**src/rtl/lane_scheduler.sv**
```systemverilog
// Four-slot falling-note scheduler: each frame advances active notes, retires expired ones,
// then grants one pending lane round-robin. Optional miss counter: LANE_SCHED_MISS_CNT_EN.
module lane_scheduler #(
   parameter int SPEED = 5,
   parameter int Y_TOP = 35,
   parameter int Y_MAX = 500
) (
   input  logic        clk,
   input  logic        reset,
   input  logic        frame_tick,
   input  logic [3:0]  spawn_req,
   output logic [3:0]  slot_active,
   output logic [7:0]  slot_lane,
   output logic [39:0] slot_y,
   output logic [3:0]  miss,
   output logic        full,
   output logic        pass_done,
   output logic        overrun
`ifdef LANE_SCHED_MISS_CNT_EN
   ,
   output logic [7:0]  miss_count
`endif
);

   typedef enum logic [1:0] {IDLE, ADVANCE, SPAWN, DONE} state_t;

   localparam logic [9:0]  L_Y_TOP = 10'(Y_TOP);
   localparam logic [10:0] L_Y_MAX = 11'(Y_MAX);
   localparam logic [10:0] L_SPEED = 11'(SPEED);

   state_t          r_state;
   logic [3:0]      r_active;
   logic [3:0][1:0] r_lane;
   logic [3:0][9:0] r_y;
   logic [3:0]      r_pending;
   logic [1:0]      r_rr;
   logic [3:0]      r_miss_acc;
   logic [3:0]      r_miss;
   logic            r_pass_done;

   logic [3:0][10:0] w_sum;
   logic [3:0]       w_expire;
   logic [3:0]       w_miss_lanes;
   logic             w_grant_vld;
   logic [1:0]       w_grant_lane;
   logic             w_free_vld;
   logic [1:0]       w_free_slot;
   logic             w_grant;

   always_comb begin
      w_sum        = '0;
      w_expire     = '0;
      w_miss_lanes = '0;
      w_grant_vld  = 1'b0;
      w_grant_lane = '0;
      w_free_vld   = 1'b0;
      w_free_slot  = '0;
      // Sum kept at 11 bits so a note near the bottom can never wrap back to the top.
      for (int k = 0; k < 4; k++) begin
         w_sum[k]    = {1'b0, r_y[k]} + L_SPEED;
         w_expire[k] = r_active[k] && (w_sum[k] >= L_Y_MAX);
         if (w_expire[k])
            w_miss_lanes[r_lane[k]] = 1'b1;
      end
      for (int i = 0; i < 4; i++) begin
         if (!w_grant_vld && r_pending[r_rr + 2'(i)]) begin
            w_grant_vld  = 1'b1;
            w_grant_lane = r_rr + 2'(i);
         end
      end
      for (int k = 3; k >= 0; k--) begin
         if (!r_active[k]) begin
            w_free_vld  = 1'b1;
            w_free_slot = 2'(k);
         end
      end
      w_grant = w_grant_vld && w_free_vld;
   end

   always_ff @(posedge clk or posedge reset) begin
      if (reset) begin
         r_state     <= IDLE;
         r_active    <= '0;
         r_lane      <= '0;
         r_y         <= {4{L_Y_TOP}};
         r_pending   <= '0;
         r_rr        <= '0;
         r_miss_acc  <= '0;
         r_miss      <= '0;
         r_pass_done <= 1'b0;
      end else begin
         r_miss      <= '0;
         r_pass_done <= 1'b0;
         r_pending   <= r_pending | spawn_req;
         case (r_state)
            IDLE: begin
               if (frame_tick)
                  r_state <= ADVANCE;
            end
            ADVANCE: begin
               for (int k = 0; k < 4; k++) begin
                  if (w_expire[k]) begin
                     r_active[k] <= 1'b0;
                     r_y[k]      <= L_Y_TOP;
                  end else if (r_active[k]) begin
                     r_y[k]      <= w_sum[k][9:0];
                  end
               end
               r_miss_acc <= w_miss_lanes;
               r_state    <= SPAWN;
            end
            SPAWN: begin
               // A request landing on its own grant cycle re-arms pending for the next pass.
               if (w_grant) begin
                  r_active[w_free_slot] <= 1'b1;
                  r_lane[w_free_slot]   <= w_grant_lane;
                  r_y[w_free_slot]      <= L_Y_TOP;
                  r_pending             <= (r_pending & ~(4'b0001 << w_grant_lane)) | spawn_req;
                  r_rr                  <= w_grant_lane + 2'd1;
               end
               r_miss      <= r_miss_acc;
               r_pass_done <= 1'b1;
               r_state     <= DONE;
            end
            DONE: begin
               r_state <= IDLE;
            end
            default: r_state <= IDLE;
         endcase
      end
   end

`ifdef LANE_SCHED_MISS_CNT_EN
   function automatic logic [2:0] pop4(input logic [3:0] v);
      return 3'(v[0]) + 3'(v[1]) + 3'(v[2]) + 3'(v[3]);
   endfunction

   function automatic logic [7:0] sat_add8(input logic [7:0] a, input logic [2:0] b);
      logic [8:0] s;
      s = {1'b0, a} + {6'b0, b};
      return s[8] ? 8'hFF : s[7:0];
   endfunction

   logic [7:0] r_miss_count;

   always_ff @(posedge clk or posedge reset) begin
      if (reset)
         r_miss_count <= '0;
      else if (r_state == DONE)
         r_miss_count <= sat_add8(r_miss_count, pop4(r_miss));
   end

   assign miss_count = r_miss_count;
`endif

   assign slot_active = r_active;
   assign slot_lane   = r_lane;
   assign slot_y      = r_y;
   assign miss        = r_miss;
   assign pass_done   = r_pass_done;
   assign full        = &r_active;
   assign overrun     = frame_tick && (r_state != IDLE);

endmodule

```
**config.mk**
```make
export PLATFORM = sky130hd
export DESIGN_NAME = lane_scheduler
export DESIGN_NICKNAME = d
export VERILOG_FILES = /design/src/rtl/lane_scheduler.sv
export SDC_FILE = /design/constraint.sdc
export NUM_CORES = 1
export LEC_CHECK = 0
export CORE_ASPECT_RATIO = 0.9
export CORE_MARGIN = 5
export CORE_UTILIZATION = 47
export CTS_BUF_LIST = sky130_fd_sc_hd__clkbuf_16
export CTS_CLUSTER_SIZE = 30
export DETAILED_ROUTE_END_ITERATION = 10
export PLACE_DENSITY = 0.77
export SLEW_MARGIN = 10
export SYNTH_ARGS = -nofsm -noshare
export SYNTH_HDL_FRONTEND = slang
export SYNTH_SLANG_ARGS = --single-unit
```
**constraint.sdc**
```tcl
create_clock -name clk -period 2.95 [get_ports clk]
set_input_delay 0.4425 -clock clk [delete_from_list [all_inputs] [get_ports clk]]
set_output_delay 0.4425 -clock clk [all_outputs]
set_load 0.01 [all_outputs]
```
=== Word level (Yosys, flattened, before mapping) ===
Index checks and enable logic that the tools add are counted.

* Add/sub/neg operators: 8
* Multiply operators: 0
* Div/mod/pow operators: 0
* $lt $le $gt $ge: 18
* Equality and inequality tests: 13
* Shift operators: 1
* Muxes and demuxes: 65
* Bitwise operators: 11
* Reductions and logical operators: 30

{| class="wikitable"
|+ Operators with widths
! operator !! count
|-
| 10-bit 2-to-1 mux || 9
|-
| 40-bit case mux with 2 select lines || 1
|-
| 10-bit by 3-bit adder with 11-bit output, second input constant || 4
|-
| 11-bit by 9-bit greater-or-equal comparator with 1-bit output, second input constant || 4
|-
| 40-bit 2-to-1 mux || 1
|-
| 4-bit 2-to-1 mux || 8
|-
| 28-bit AND || 1
|-
| 28-bit inverter || 1
|-
| 2-bit by 3-bit less-than comparator with 1-bit output, second input constant || 9
|-
| 4-bit OR || 6
|-
| 3-bit AND reduction || 8
|-
| 1-bit 2-to-1 mux || 22
|-
| 10-bit demux with 2-bit select || 1
|-
| 2-bit 2-to-1 mux || 10
|-
| 1-bit logical AND || 14
|-
| 2-bit != test, second input constant || 6
|-
| 3-bit != test, second input constant || 4
|-
| 12-bit OR || 1
|-
| 1-bit demux with 2-bit select || 5
|-
| 2-bit by 1-bit greater-or-equal comparator with 1-bit output, second input constant || 5
|-
| 1-bit binary-select mux with 2-bit select || 4
|-
| 8-bit bitwise mux || 1
|-
| 2-bit case mux with 4 select lines || 1
|-
| 4-bit case mux with 2 select lines || 1
|-
| 13 further kinds || 19
|}

* Register bits after elaboration: 69
* Bits in latches: 0
* Memory bits (writable): 0
* Memory bits (read-only): 0
* Input bits: 7
* Logic and storage cells: 164
* Memories: 0

=== Longest topological paths before layout ===
Gate-level depths: netlist (run 1).

* Depth in word-level cells: 18
* Depth in mapped cells: 10

=== Worst setup path before layout (run 1) ===
OpenSTA, ideal clock, no wires.

* Path kind: reg-to-reg
* Start: register r_y, in the netlist slot_y[35]
* End: register r_y, in the netlist slot_y[37]
* Library setup time: 0.082 ns
* Arrival time: 2.347 ns
* Required time: 2.868 ns
* Path slack: 0.522 ns
* Cell stages (with the launch flop): 9
* Path buffers: 2
* Period minus slack after synthesis: 2.428 ns
* Cell sequence: dfstp_2 -> clkbuf_1 -> nand4_1 -> nor3_1 -> mux2_2 -> a211oi_1 -> buf_2 -> o21ai_0 -> a31oi_1

* Cells in the longest elaborated chain, start to end: 5
* Elaborated cells between the ends (all ways): 8

{| class="wikitable"
|+ RTL lines
! element !! RTL line !! text
|-
| start, declared || 34 || <nowiki>logic [3:0][9:0] r_y;</nowiki>
|-
| start signal, assigned || 85 || <nowiki>r_y <= {4{L_Y_TOP}};</nowiki>
|-
| start signal, assigned by index || 106 || <nowiki>r_y[k] <= w_sum[k][9:0];</nowiki>
|-
| 10-bit by 3-bit adder with 11-bit output * || 60 || <nowiki>w_sum[k] = {1'b0, r_y[k]} + L_SPEED;</nowiki>
|-
| 11-bit by 9-bit greater-or-equal comparator with 1-bit output || 61 || <nowiki>w_expire[k] = r_active[k] && (w_sum[k] >= L_Y_MAX);</nowiki>
|-
| 1-bit logical AND || 61 ||
|-
| 3-bit != test (no source line) / 10-bit 2-to-1 mux (equally long branches) || - ||
|-
| 3-bit AND reduction (no source line) / 40-bit case mux with 2 select lines (equally long branches) || - ||
|}

Mark *: on every way between the ends. The rest lies on a longest branch, timed or not. The select of a mux whose other input is x is not followed.
A chain may end at the register's enable or synchronous reset.

=== Worst setup path in the final report (run 1) ===
* Start: register r_pending[0]
* End: register r_y, in the netlist slot_y[2]

* Cells in the longest elaborated chain, start to end: 15
* Elaborated cells between the ends (all ways): 21

{| class="wikitable"
|+ RTL lines
! element !! RTL line !! text
|-
| start, declared || 35 || <nowiki>logic [3:0] r_pending;</nowiki>
|-
| start signal, assigned || 94 || <nowiki>r_pending <= r_pending | spawn_req;</nowiki>
|-
| start signal, assigned || 118 || <nowiki>r_pending <= (r_pending & ~(4'b0001 << w_grant_lane)) | spawn_req;</nowiki>
|-
| 1-bit binary-select mux with 2-bit select || 66 || <nowiki>if (!w_grant_vld && r_pending[r_rr + 2'(i)]) begin</nowiki>
|-
| 1-bit 2-to-1 mux (not written as such) || 66 ||
|-
| 1-bit 2-to-1 mux || 66 ||
|-
| 1-bit logical NOT || 66 ||
|-
| 1-bit logical AND || 66 ||
|-
| 1-bit 2-to-1 mux || 66 ||
|-
| 1-bit logical NOT || 66 ||
|-
| 1-bit logical AND || 66 ||
|-
| 1-bit 2-to-1 mux || 66 ||
|-
| 1-bit logical NOT || 66 ||
|-
| 1-bit logical AND || 66 ||
|-
| 1-bit 2-to-1 mux * || 66 ||
|-
| 1-bit logical AND * || 77 || <nowiki>w_grant = w_grant_vld && w_free_vld;</nowiki>
|-
| 2-bit != test (no source line) * || - ||
|-
| 3-bit AND reduction (no source line) * || - ||
|}

Marked as above.

==> results.cfg, run 1 <==
[placed_design]
hpwl_um = 7358
place_congestion = 0.8683
io_buffers = 65
place_inst = 636

[grt]
grt_pass1_wl_um = 17810
grt_overflow = 0
grt_max_degree = 61
grt_pass1_vias = 3586
antenna_found_initial = 0
track_usage = 0.1935

[worst_setup_path]
worst-path-buf-inv = 0
max_stage_delay_ps = 1070
path_delay_family = compound AO/OA/AOI/OAI gates
rr_worst_depth = 5
cp-end-kind = flip-flop
r2r-start = r_pending[0]$_DFF_PP0_
cp_max_fo = 7
worstSetupStartpointType = flip-flop
regToRegEndpoint = slot_y[2]$_DFFE_PP0P_
required_ps = 3190
cp.arrival_ps = 2840
path_class = flip-flop to flip-flop
cp_slowest_cell = o41ai_1
regToRegSetupSlack_ps = 350
worstPathCellList = o41ai_1, nor2_1, a22oi_1, a21oi_1, o21ai_0

[logic_synthesis]
syn_nets = 483
yosysSeqAreaShare = 0.4081
synthTopCellsByArea = dfrtp_1, dfstp_2, ha_1
syn_avg_cell_area_sq_um = 9.258
synth_edf_count = 0
synth_area_sq_mm = 0.004268
synth_area_leader_cell = dfrtp_1
async_flop_share = 1.000
ys_warn_count = 0
ys.flop_type = dfrtp_1
synth_top_area_share = 0.3342
ys_ff_latch = 69
syn_inst = 461
yosysUniqueCellTypes = 68

[die]
design.die.area_sq_mm = 0.01109
die_y_um = 100.4
initial_core_util = 0.4741
num_io_pins = 66
rows = 33
core_sq_mm = 0.009001
die_w_um = 110.4

[cts]
cts_resized = 0
numCtsBuffers = 9
root_buffer = clkbuf_16
cts_tree = yes
path_clk_slew_ps = 60
post-cts-setup-buffer-count = 0
clk_latency_ps = 330
htree_levels = 3
clock_sink_count = 69
cts_buffer_depth = 2
hold_buffers = 0

[status]
status = finished clean

[layout]
nets = 547
instances_no_fill = 652
postLayoutCoreUtil = 0.6004
drive_above_1_share = 0.1151
mostFrequentLayoutCells = clkdlybuf4s50_1, dfrtp_1, nor2_1, nand2_1, inv_1
area_growth_pct = 26.62
fillers = 782
final_common_cell = clkdlybuf4s50_1
num_antenna_cells = 0

[sta]
slew_headroom = 0.1974
finalClockSkew_ps = 5.017
worst_pin_slew_ps = 1188
layout_min_cycle_time_ps = 2599
slew_viol_final = 0
final-setup-viol-count = 0
max_clock_freq_mhz = 384.8
finalHoldViolCount = 0
period_share = 0.8809
rsz0062_at_grt = false
fin_tns_setup_ps = 0

[power_and_ir_drop]
internal_power_w = 0.003428
sw_frac_of_total = 0.4046
p_sw_w = 0.002329
leakage_nw = 2.245
comb_power_share = 0.457
powerDensity_mw_per_mm2 = 1065
pwr-share-seq = 0.330
p_clk_frac = 0.213
vdd_drop_max_mv = 0.5303

[route]
ant_nets = 0
wl_per_cell_um = 16.03
drt_iter0_markers = 327
drc = 0
vias = 3787
viasPerCell = 5.808
firstDrtPassIters = 5
wirelength_um = 10450

[flow_run]
drv_cap = 0

[worst_hold_path]
min_path_type = input port to async pin
==> how the worst max path moves through the flow <==
stage,start,endpoint,slack [ps],depth (start not counted)
after floorplan,slot_y[35]$_DFFE_PP1P_,slot_y[37]$_DFFE_PP0P_,520,8
after global placement,slot_y[10]$_DFFE_PP1P_,slot_y[18]$_DFFE_PP0P_,490,7
after detailed placement,slot_y[10]$_DFFE_PP1P_,slot_y[18]$_DFFE_PP0P_,370,7
after CTS,slot_y[10]$_DFFE_PP1P_,slot_y[18]$_DFFE_PP0P_,360,7
after global routing,r_pending[0]$_DFF_PP0_,slot_y[2]$_DFFE_PP0P_,170,5
final,r_pending[0]$_DFF_PP0_,slot_y[2]$_DFFE_PP0P_,350,5
==> Yosys cell counts (4+ instances only) <==
cell type / instances
a41oi_1: 4
or4_1: 4
dfrtp_1: 57
a21o_1: 10
o31ai_1: 7
clkbuf_1: 14
nor4_1: 8
mux2_2: 10
nor2_1: 41
nand3_1: 8
inv_1: 27
o311ai_0: 5
nand4b_1: 7
o21a_1: 5
mux2i_1: 4
nor2b_1: 6
dfstp_2: 12
nand4_1: 8
a22o_1: 8
xnor2_1: 5
nand2_1: 36
nor3_1: 12
o32a_1: 4
nand2b_1: 8
ha_1: 15
a31oi_1: 13
buf_2: 8
o21ai_0: 19
a21oi_1: 24
and2_1: 11
o2bb2ai_1: 5
==> state kept, by name, summed over array words and instances, names as in the netlist <==
register,flops
slot_lane,8
r_rr,2
pass_done,1
slot_y,40
r_state,2
r_miss_acc,4
slot_active,4
r_pending,4
miss,4
==> worst register-to-register path: stages, from the launching register on <==
cell and delay (ps):
dfrtp_1 440, o41ai_1 1070, nor2_1 200, a22oi_1 560
a21oi_1 80, o21ai_0 170
==> cells by family after synthesis <==
family | synth area share
buffers and inverters | 0.04984
AO/OA/AOI/OAI | 0.2407
multiplexers | 0.03577
flip-flops | 0.4081
AND/OR/NAND/NOR | 0.2073
XOR/XNOR | 0.01437
adder cells (fa/ha/maj) | 0.04398
==> metal layers <==
| metal | share of wire | vias up | GRT usage |
|---|---|---|---|
| li1 | - | 1839 | - |
| met1 | 0.46 | 1834 | 0.2662 |
| met2 | 0.48 | 103 | 0.3111 |
| met3 | 0.046 | 11 | 0.03436 |
| met4 | 0.011 | 0 | 0.06534 |
| met5 | 0 | - | 0 |
==> metrics by stage <==
step | hold WS [ps] | area, sq um | total power [W] | setup slack (ps)
6_report | 359.1 | 5404 | 0.005757 | 351.4
5_1_grt | 372.0 | 5404 | 0.006163 | 173.0
4_1_cts | 358.3 | 5404 | 0.005769 | 360.2
3_5_place_dp | 473.6 | 5062 | 0.004509 | 367.5
3_3_place_gp | 476.9 | 5062 | 0.004404 | 485.1
2_1_floorplan | 454.3 | 4268 | 0.003438 | 521.6
==> power groups by stage <==
stage          combinational [W]  clock, W  sequential (W)
3_5_place_dp             0.00261         0         0.00190
5_1_grt                  0.00288   0.00129         0.00199
4_1_cts                  0.00263   0.00124         0.00189
6_report                 0.00263   0.00123         0.00190
2_1_floorplan            0.00162         0         0.00182
3_3_place_gp             0.00253         0         0.00187
==> cell type report <==
class | instances | area [sq um] | share of cell area
well taps | 122 | 152.6 | 0.02825
inverters | 27 | 101.3 | 0.01875
repair buffers | 77 | 753.2 | 0.1394
clock buffers | 9 | 225.2 | 0.04168
flip-flops and latches | 69 | 1742 | 0.3223
clock inverters | 7 | 116.4 | 0.02153
multi-input cells | 341 | 2313 | 0.4281
Power figures use the tool's default switching activity.
==> run 2, diff against run 1 <==
- CTS_CLUSTER_SIZE: 30 -> unset
- SETUP_SLACK_MARGIN: unset -> 0.1
- TNS_END_PERCENT: unset -> 50
==> results of run 2 <==
Final layout, timing and power as in run 1 (identical DEF).
==> run 3, diff against run 2 <==
- PLACE_DENSITY: 0.77 -> 0.71
==> run 3 against run 2 <==
Sequential power about the same. Flip-flop and latch count is the same. Routed wire length grew 1.3%. Clock skew grew 1.4 ps. Critical endpoint is now slot_y[18]$_DFFE_PP0P_. Non-clock buffer count rose by 4. Combinational power increased by 2%. Register-to-register slack worse by 60 ps. Count of clock-buffer cells in the layout is the same.
==> results.cfg, run 3 (same netlist as run 1, synthesis figures left out) <==
[die]
initial_core_util = 0.4741
core_sq_mm = 0.009001
die_y_um = 100.4
rows = 33
num_io_pins = 66
die_w_um = 110.4
design.die.area_sq_mm = 0.01109

[worst_setup_path]
worstSetupEndpoint = slot_y[18]$_DFFE_PP0P_
cp-end-kind = flip-flop
regToRegEndpoint = slot_y[18]$_DFFE_PP0P_
worstSetupStartpointType = flip-flop
required_ps = 3160
regToRegSetupSlack_ps = 290
startpoint = slot_y[10]$_DFFE_PP1P_
path_class = flip-flop to flip-flop
rr_worst_depth = 7
cp.arrival_ps = 2870
r2r-start = slot_y[10]$_DFFE_PP1P_
cp_max_fo = 13

[layout]
area_growth_pct = 26.30
num_antenna_cells = 0
drive_above_1_share = 0.1180
mostFrequentLayoutCells = clkdlybuf4s50_1, dfrtp_1, nor2_1, nand2_1, inv_1
finalInstanceArea_sq_mm = 0.005390
nets = 551
final_common_cell = clkdlybuf4s50_1
fillers = 773
largest_register_ffs = 40

[power_and_ir_drop]
p_sw_w = 0.002307
pwr-share-seq = 0.331
leakage_nw = 2.212
p_clk_frac = 0.197
internal_power_w = 0.003369
vdd_drop_max_mv = 0.5027
sw_frac_of_total = 0.4064
powerDensity_mw_per_mm2 = 1053
comb_power_share = 0.472

[grt]
grt_pass1_vias = 3717
grt_max_degree = 42
grt_overflow = 0
antenna_found_initial = 0
grt_pass1_wl_um = 18270
track_usage = 0.1973

[route]
wirelength_um = 10590
ant_nets = 0
wl_per_cell_um = 16.14
drc = 0
firstDrtPassIters = 4
drt_iter0_markers = 186
viasPerCell = 5.878
vias = 3856

[sta]
layout_min_cycle_time_ps = 2658
slew_viol_final = 0
period_share = 0.9010
slew_headroom = 0.3204
rsz0062_at_grt = false
fin_tns_setup_ps = 0
fin_hold_ws_ps = 352.3
final-setup-viol-count = 0
max_clock_freq_mhz = 376.2
finalClockSkew_ps = 6.386
finalHoldViolCount = 0
worst_pin_slew_ps = 1011

[cts]
cts_buffer_depth = 2
cts_tree = yes
clk_latency_ps = 330
hold_buffers = 0
numCtsBuffers = 9
path_clk_slew_ps = 60
root_buffer = clkbuf_16
htree_levels = 3
clock_sink_count = 69

[placed_design]
place_congestion = 0.8809
postPlaceCellArea_sq_mm = 0.005080
io_buffers = 65
hpwl_um = 7511

[flow_run]
drv_cap = 0

[status]
status = finished clean

[worst_hold_path]
min_path_type = input port to async pin
run 3: cell types whose count changed in the layout (fill, tap and decap cells not counted):
cell        previous run  this run
clkinvlp_4             0         1
buf_4                 11        16
clkinv_4               2         0
ha_2                   0         1
ha_1                  15        14
clkinv_2               1         0
bufinv_16              3         2
clkinv_1               0         2
buf_12                 1         0
inv_1                 27        28
run 3: cell type report:
class                           count  area, sq um  area share
Clock buffer                        9        225.2     0.04178
Clock inverter                      7        82.58     0.01532
Inverter                           27        101.3     0.01880
Multi-Input combinational cell    341         2316      0.4297
Sequential cell                    69         1742      0.3231
Tap cell                          122        152.6     0.02832
Timing Repair Buffer               81        770.7      0.1430
run 3: per-layer routing:
metal	up-vias	GRT usage	wire [um]
met3	15	0.03315	504
met1	1903	0.2721	5017
met2	85	0.3125	4875
met4	0	0.07765	193
li1	1853	-	-
met5	-	0	0
run 3: worst max-delay path, cell delays in order, from the launching register on:
cell and delay [ps]:
dfstp_2 640, ha_2 310, o21ai_0 100, a211o_1 330, o41ai_4 500, buf_4 270
nor2_1 70, a221o_1 320
run 3: worst min-delay path by stage:
stage / start / to / slack, ps
floorplan: r_miss_acc[0]$_DFFE_PP0P_ / miss[0]$_DFF_PP0_ / 450
global placement: r_miss_acc[0]$_DFFE_PP0P_ / miss[0]$_DFF_PP0_ / 470
detailed placement: r_miss_acc[0]$_DFFE_PP0P_ / miss[0]$_DFF_PP0_ / 480
CTS: reset / slot_y[38]$_DFFE_PP0P_ / 360
global route: reset / slot_y[38]$_DFFE_PP0P_ / 390
finish: reset / slot_y[38]$_DFFE_PP0P_ / 350
run 3: what timing repair did:
action	CTS	global route
gates resized for setup	0	1
endpoints found under the setup margin	0	8
buffers inserted	0	0
run 3: power by group through the flow:
stage               sequential (W)  clock (W)  combinational [W]
CTS                        0.00187    0.00113            0.00270
global route               0.00196    0.00117            0.00297
detailed placement         0.00188          0            0.00267
floorplan                  0.00182          0            0.00162
global placement           0.00185          0            0.00262
finish                     0.00188    0.00112            0.00268
run 3: per-stage QoR:
step                      power (W)  setup slack (ps)    util  std cells
after floorplan            0.003438             521.6       -        461
after global placement     0.004472             317.7  0.5644        640
after detailed placement   0.004548             179.8  0.5644        640
after CTS                  0.005694             175.9  0.5986        656
after global routing       0.006095             161.2  0.5988        656
final                      0.005676             292.1  0.5988        656
